## config.mk

```make
export PLATFORM = sky130hd
export DESIGN_NAME = multi_channel_accumulator
export DESIGN_NICKNAME = d
export VERILOG_FILES = /design/src/rtl/multi_channel_accumulator.sv
export SDC_FILE = /design/constraint.sdc
export NUM_CORES = 1
export LEC_CHECK = 0
export BUFFER_PORTS_ARGS = -buffer_cell sky130_fd_sc_hd__buf_2
export CAP_MARGIN = 0
export CORE_MARGIN = 2
export CORE_UTILIZATION = 45
export DETAILED_ROUTE_END_ITERATION = 6
export GPL_ROUTABILITY_DRIVEN = 0
export SETUP_SLACK_MARGIN = 0.05
export SYNTH_ARGS = -nofsm -noshare
export SYNTH_HDL_FRONTEND = slang
export SYNTH_SLANG_ARGS = --single-unit
```

## constraint.sdc

```tcl
create_clock -name clk -period 8.97 [get_ports clk]
set_input_delay 0.4485 -clock clk [delete_from_list [all_inputs] [get_ports clk]]
set_output_delay 0.4485 -clock clk [all_outputs]
set_load 0.01 [all_outputs]
```

## src/rtl/multi_channel_accumulator.sv

```systemverilog
`default_nettype none
// ============================================================================
//  Module   : multi_channel_accumulator
//  Purpose  : N-channel accumulator fed by a channel-tagged valid/ready stream.
//             Wrap or saturate, signed or unsigned, with sticky overflow flags.
//             A dump FSM streams every channel total out, optionally clearing
//             each channel as its beat is taken.
//  Revision : 1.0  initial release
// ============================================================================
module multi_channel_accumulator #(
    parameter  int DATA_W   = 16,
    parameter  int ACC_W    = 24,
    parameter  int NUM_CH   = 4,
    parameter  int SATURATE = 1,
    parameter  int SIGNED   = 0,
    localparam int CH_W     = (NUM_CH > 1) ? $clog2(NUM_CH) : 1
) (
    input  logic              clk,
    input  logic              reset,
    input  logic              in_valid,
    output logic              in_ready,
    input  logic [CH_W-1:0]   in_ch,
    input  logic [DATA_W-1:0] in_data,
    input  logic              clear,
    input  logic              dump_start,
    input  logic              dump_clear,
    output logic              out_valid,
    input  logic              out_ready,
    output logic [CH_W-1:0]   out_ch,
    output logic [ACC_W-1:0]  out_data,
    output logic              out_ovf,
    output logic              out_last,
    output logic              busy,
    output logic [NUM_CH-1:0] ovf
);

    typedef enum logic [0:0] {
        ST_IDLE = 1'b0,
        ST_DUMP = 1'b1
    } state_t;

    localparam logic [CH_W:0]    c_NUM_CH  = (CH_W+1)'(NUM_CH);
    localparam logic [CH_W-1:0]  c_LAST_CH = CH_W'(NUM_CH - 1);
    localparam logic [ACC_W-1:0] c_UMAX    = {ACC_W{1'b1}};
    localparam logic [ACC_W-1:0] c_SMAX    = {1'b0, {(ACC_W-1){1'b1}}};
    localparam logic [ACC_W-1:0] c_SMIN    = {1'b1, {(ACC_W-1){1'b0}}};

    state_t             r_state;
    state_t             w_state_nxt;
    logic [ACC_W-1:0]   r_acc [NUM_CH];
    logic [NUM_CH-1:0]  r_ovf;
    logic               r_dclr;
    logic               r_out_valid;
    logic [CH_W-1:0]    r_out_ch;
    logic [ACC_W-1:0]   r_out_data;
    logic               r_out_ovf;
    logic               r_out_last;

    logic               w_in_hs;
    logic               w_in_ok;
    logic               w_beat_hs;
    logic               w_load;
    logic               w_fwd;
    logic [CH_W-1:0]    w_in_idx;
    logic [CH_W-1:0]    w_ld_ch;
    logic [ACC_W-1:0]   w_ext;
    logic [ACC_W-1:0]   w_cur;
    logic [ACC_W:0]     w_sum;
    logic [ACC_W-1:0]   w_sat;
    logic [ACC_W-1:0]   w_new;
    logic [ACC_W-1:0]   w_ld_val;
    logic               w_ovf_s;
    logic               w_ovf_det;
    logic               w_ld_ovf;

    // Samples are refused while dumping, while clearing and while in reset.
    assign in_ready  = !reset && (r_state == ST_IDLE) && !clear;
    assign w_in_hs   = in_valid && in_ready;
    assign w_in_ok   = ({1'b0, in_ch} < c_NUM_CH);
    assign w_in_idx  = w_in_ok ? in_ch : '0;
    assign w_beat_hs = r_out_valid && out_ready;

    // Widen the sample to accumulator width (sign- or zero-extended).
    if (ACC_W > DATA_W) begin : g_ext_wide
        assign w_ext = (SIGNED != 0) ? {{(ACC_W-DATA_W){in_data[DATA_W-1]}}, in_data}
                                     : {{(ACC_W-DATA_W){1'b0}}, in_data};
    end else begin : g_ext_same
        assign w_ext = in_data;
    end

    // Sum in ACC_W+1 bits; overflow is carry-out (unsigned) or sign flip (signed).
    assign w_cur     = r_acc[w_in_idx];
    assign w_sum     = {1'b0, w_cur} + {1'b0, w_ext};
    assign w_ovf_s   = (w_cur[ACC_W-1] == w_ext[ACC_W-1]) && (w_sum[ACC_W-1] != w_cur[ACC_W-1]);
    assign w_ovf_det = (SIGNED != 0) ? w_ovf_s : w_sum[ACC_W];
    assign w_sat     = (SIGNED != 0) ? (w_ext[ACC_W-1] ? c_SMIN : c_SMAX) : c_UMAX;
    assign w_new     = (w_ovf_det && (SATURATE != 0)) ? w_sat : w_sum[ACC_W-1:0];

    // A sample landing on the same edge as the first dump load is forwarded
    // so the dump includes it.
    assign w_fwd    = w_in_hs && w_in_ok && (w_in_idx == w_ld_ch);
    assign w_ld_val = w_fwd ? w_new : r_acc[w_ld_ch];
    assign w_ld_ovf = w_fwd ? (r_ovf[w_ld_ch] | w_ovf_det) : r_ovf[w_ld_ch];

    // Next-state logic and beat-load control; clear forces IDLE.
    always_comb begin
        w_state_nxt = r_state;
        w_load      = 1'b0;
        w_ld_ch     = '0;
        if (clear) begin
            w_state_nxt = ST_IDLE;
        end else begin
            case (r_state)
                ST_IDLE: begin
                    if (dump_start) begin
                        w_state_nxt = ST_DUMP;
                        w_load      = 1'b1;
                    end
                end
                ST_DUMP: begin
                    if (w_beat_hs) begin
                        if (r_out_last) begin
                            w_state_nxt = ST_IDLE;
                        end else begin
                            w_load  = 1'b1;
                            w_ld_ch = r_out_ch + CH_W'(1);
                        end
                    end
                end
                default: w_state_nxt = ST_IDLE;
            endcase
        end
    end

    // State register.
    always_ff @(posedge clk or posedge reset) begin
        if (reset) begin
            r_state <= ST_IDLE;
        end else begin
            r_state <= w_state_nxt;
        end
    end

    // Per-channel accumulators and sticky overflow flags.
    always_ff @(posedge clk or posedge reset) begin
        if (reset) begin
            for (int i = 0; i < NUM_CH; i++) r_acc[i] <= '0;
            r_ovf <= '0;
        end else if (clear) begin
            for (int i = 0; i < NUM_CH; i++) r_acc[i] <= '0;
            r_ovf <= '0;
        end else begin
            if (w_in_hs && w_in_ok) begin
                r_acc[w_in_idx] <= w_new;
                if (w_ovf_det) r_ovf[w_in_idx] <= 1'b1;
            end
            if (w_beat_hs && r_dclr) begin
                r_acc[r_out_ch] <= '0;
                r_ovf[r_out_ch] <= 1'b0;
            end
        end
    end

    // Registered dump beat: loaded on dump entry and after each non-last beat.
    always_ff @(posedge clk or posedge reset) begin
        if (reset) begin
            r_out_valid <= 1'b0;
            r_out_ch    <= '0;
            r_out_data  <= '0;
            r_out_ovf   <= 1'b0;
            r_out_last  <= 1'b0;
            r_dclr      <= 1'b0;
        end else if (clear) begin
            r_out_valid <= 1'b0;
            r_out_ch    <= '0;
            r_out_data  <= '0;
            r_out_ovf   <= 1'b0;
            r_out_last  <= 1'b0;
            r_dclr      <= 1'b0;
        end else if (w_load) begin
            r_out_valid <= 1'b1;
            r_out_ch    <= w_ld_ch;
            r_out_data  <= w_ld_val;
            r_out_ovf   <= w_ld_ovf;
            r_out_last  <= (w_ld_ch == c_LAST_CH);
            if (r_state == ST_IDLE) r_dclr <= dump_clear;
        end else if (w_beat_hs) begin
            r_out_valid <= 1'b0;
        end
    end

    assign out_valid = r_out_valid;
    assign out_ch    = r_out_ch;
    assign out_data  = r_out_data;
    assign out_ovf   = r_out_ovf;
    assign out_last  = r_out_last;
    assign busy      = (r_state == ST_DUMP);
    assign ovf       = r_ovf;

endmodule
`default_nettype wire

```

==> metrics list <==
- The number of endpoints with negative hold slack in the final report came to 0.
- Cell area after technology mapping: just under 8000 sq um
- For this design the ratio of total power to cell area is 173 nW/um^2.
- dfrtp_1 is the most common cell in the netlist.
- Max_slew headroom: 18.7%
- Worst Setup Start Kind: flip-flop
- The die is around 140 microns wide.
- Area of the die: between 15000 and 20000 sq um
- I/O pins: 60
* Number of inserted diodes: 0
- The clock passes through at most 2 buffers.
- Net switching power: 0.396 mW
* Post-DP HPWL: between 15000 and 20000 microns
- During placement, the flow inserted port buffers numbering 59.
- Minimum period implied by the final worst setup slack: 4.87 ns
- Cell variety after synth: 65
- Worst hold margin: ~0.11 ns
- Remaining global-route overflow: 0
* Post-Place Cells: 1087
- In the final layout, the share of cells above drive strength 1 is between 15 and 20%.
- For the worst setup path, the data arrival time is 5.22 ns.
* Max Clk Rate: approximately 210 MHz
- Initial Utilization: 45.6%
* Share of Yosys cell area claimed by the top area cell type: 41.8%
- Setup Total Neg Slack: 0 ns
* Final cycle utilization of the critical path: 54.3%
* Transition time at the pin with the least slew margin: about 1.2 ns
- Largest net degree at the start of global routing: 85
- After detailed routing, the number of remaining DRC violations is 0.
- Clock-pin slew on the worst setup and hold paths: 0.06 ns
- EDFF count, synth: 0
- Die extent in y: between 100 and 150 microns
* Standard-cell row count: between 40 and 50
- Post-CTS timing repair inserted 0 buffers for setup.
- After filler insertion, the fill cell instance count of the layout stands at 1606.
- After synthesis, flip-flops and latches occupy 41.8% of the total area.
* Synthesis-to-layout area growth: 13.2%
- The H-tree was split into 4 levels.
* Synth Instances: 860
* Net count, final: between 900 and 1000
- Across the run, the number of max-cap violations was 0.
- Clock skew after layout: just under 0.008 ns
- The flow ran to the end, and the final reports show no timing, DRC or antenna violations.
- Clock tree root buffer cell: clkbuf_16
- Antenna violations before repair: 0
- Flops & latches, synth: 131
- Type of the tightest min-delay check: in2async
* Met2 wire len: between 10000 and 15000 microns
- Detailed-route vias per instance: approximately 6.4
- Sorting the synthesized cells by area gives the leading types as dfrtp_1, mux4_2, a211oi_1, nand2_1, nor2_1.
- Number of global-route vias before repair: between 7000 and 8000
- For this run, the number of Yosys warnings is 0.
- Hold repair after CTS inserted 0 buffers.
- Among all flip-flop cells after synthesis, the most frequent one is dfrtp_1.
- The max-slew violation total from the final report came to 0.
- Drt pass-1 iters: 5
- The first global-routing pass estimated between 30000 and 40000 microns of wire.
- After detailed routing, the average wire length per cell comes to 22.7 microns.
- Synthesized netlist net count: approximately 910
* Leak: 3.81 nW
- Global routing used roughly 28% of the available tracks across all layers.
- Standard cell core area: roughly 17000 sq um
- The count of cells in the finished layout, fillers not included, comes to roughly 1100.
- Sequential fraction of design power: between 40 and 50%
* Kind of end point of the critical path: flip-flop
* Gates resized, CTS repair: 0
- Cell types with the highest counts after synthesis: dfrtp_1, nand2_1, nor2_1, a21oi_1, o21ai_0
- Summed over all instances, the cell type with the most area after synthesis is dfrtp_1.
* Source-to-sink clock delay at the later pin of the worst-skew pair: 0.42 ns
- Async set-reset flop share out of synthesis: between 90% and 100%
- Required time of the critical path: around 9.3 ns
* Fraction of power consumed by combinational cells: between 10% and 20%
- The critical path is of the reg2reg type.
* Total clock buffers created by CTS: 17
- Setup repair after global routing left no endpoint under its margin.
- For this design, the sink count on the clock tree is roughly 130.
- Total detailed-routing wirelength: approximately 25000 microns
- Syn Area/Cell: 9.11 sq um
- Met1 layer wirelength in the final routing: between 10000 and 15000 microns
* Drt first-iter violations: 680
- Final setup violation count: 0
- Clock tree from TritonCTS: built
* Fraction of power spent switching nets: between 20 and 30%
- Cell internal power was estimated by the tool at around 1.1 mW.
- The clock network burns 48.6% of the power.
- In the detailed route, the total length drawn on met3 is between 2000 and 2500 microns.
- IR analysis of the VDD net gives a maximum drop of 135 uV.
* Critical-path maximum fanout: 67
- In this run the remaining antenna-violating nets after routing total 0.
- In this run the top signal layer used is met4.
- For this block, the via count after detailed routing is a little over 7000.
kinds of logic after synthesis:
group	after synthesis	synth area share, %
fa+ha+maj	21	3.45
simple gates	295	16.7
mux	35	8.32
flops	131	41.8
buf+inv	74	4.01
xor+xnor	18	2.01
compound gates	286	23.6
worst max-delay path, cell delays in order (launching register included):
cell and delay [ns]:
dfrtp_1 0.98, inv_1 0.45, ha_1 1.04, nor2b_1 0.24, and2_1 0.14, buf_4 0.33
xnor2_1 0.15, and3_2 0.23, buf_4 0.59, nor3_1 0.12, or3_1 0.33, a21oi_1 0.12
power by group through the flow:
stage	Combinational [mW]	Sequential [mW]	Clock [mW]
finish	0.170	0.620	0.746
global route	0.184	0.621	0.785
CTS	0.168	0.619	0.754
detailed placement	0.168	0.630	0
global placement	0.165	0.629	0
floorplan	0.109	0.630	0
per-stage QoR:
stage                     util, %  power [mW]  setup slack, ns  instance area [sq um]
final                        51.6        1.54             4.10                   8870
after global routing         51.6        1.59             3.92                   8870
after CTS                    51.6        1.54             4.18                   8870
after detailed placement     47.9       0.798             4.20                   8230
after global placement       47.9       0.794             4.25                   8230
after floorplan                 -       0.739             5.02                   7830
path summary, 6_finish.rpt:
path,start,end,slack [ns],depth (start not counted)
setup / recovery,out_ch[0]$_DFFE_PP0P_,out_data[7]$_DFFE_PP0P_,4.10,11
hold / removal,reset,busy$_DFF_PP0_,0.11,2
setup reg to reg,out_ch[0]$_DFFE_PP0P_,out_data[7]$_DFFE_PP0P_,4.10,11
hold reg to reg,out_data[11]$_DFFE_PP0P_,out_data[11]$_DFFE_PP0P_,0.52,2
max in group asynchronous,reset,r_acc[82]$_DFF_PP0_,7.33,3
min in group clk,dump_clear,r_dclr$_DFFE_PP0P_,0.29,3
metal layers:
metal  track usage [%]  vias up
li1                  -     3234
met1              36.2     3547
met2              45.7      370
met3              7.23       57
met4              10.5        0
met5                 0        -
flip-flops by register name (all words and copies together) (netlist names):
register   count
busy           1
out_ovf        1
ovf            4
out_data      24
r_dclr         1
r_acc         96
out_valid      1
out_last       1
out_ch         2
layout make-up:
type / count / area [sq um] / area share [%]
well taps: 225 / 282 / 3.17
multi-input cells: 655 / 4270 / 48.1
clock buffers: 19 / 453 / 5.11
flip-flops and latches: 131 / 3280 / 37.0
clock inverters: 13 / 183 / 2.06
inverters: 5 / 21.3 / 0.240
repair buffers: 71 / 385 / 4.34
cells in the final DEF, fill, tap and decap left out, drive strengths merged, types with 4 or more instances in the layout:
cell,Yosys,layout
nor2,104,104
clkinv,1,6
xnor2,9,9
xor2,9,9
a211oi,55,55
a221oi,15,15
a31oi,24,24
and3,4,4
o21ai,71,71
clkbuf,46,19
nand4,6,6
inv,4,4
nand2,103,103
buf,23,71
nor3,25,25
mux4,24,24
dfrtp,131,131
ha,20,20
a21oi,74,74
o31a,4,4
clkinvlp,0,4
nand3,20,20
o22ai,10,10
and2,11,11
mux2i,10,10
nor2b,5,5
bufinv,0,4
nor4,6,6
Power figures use the tool's default switching activity.
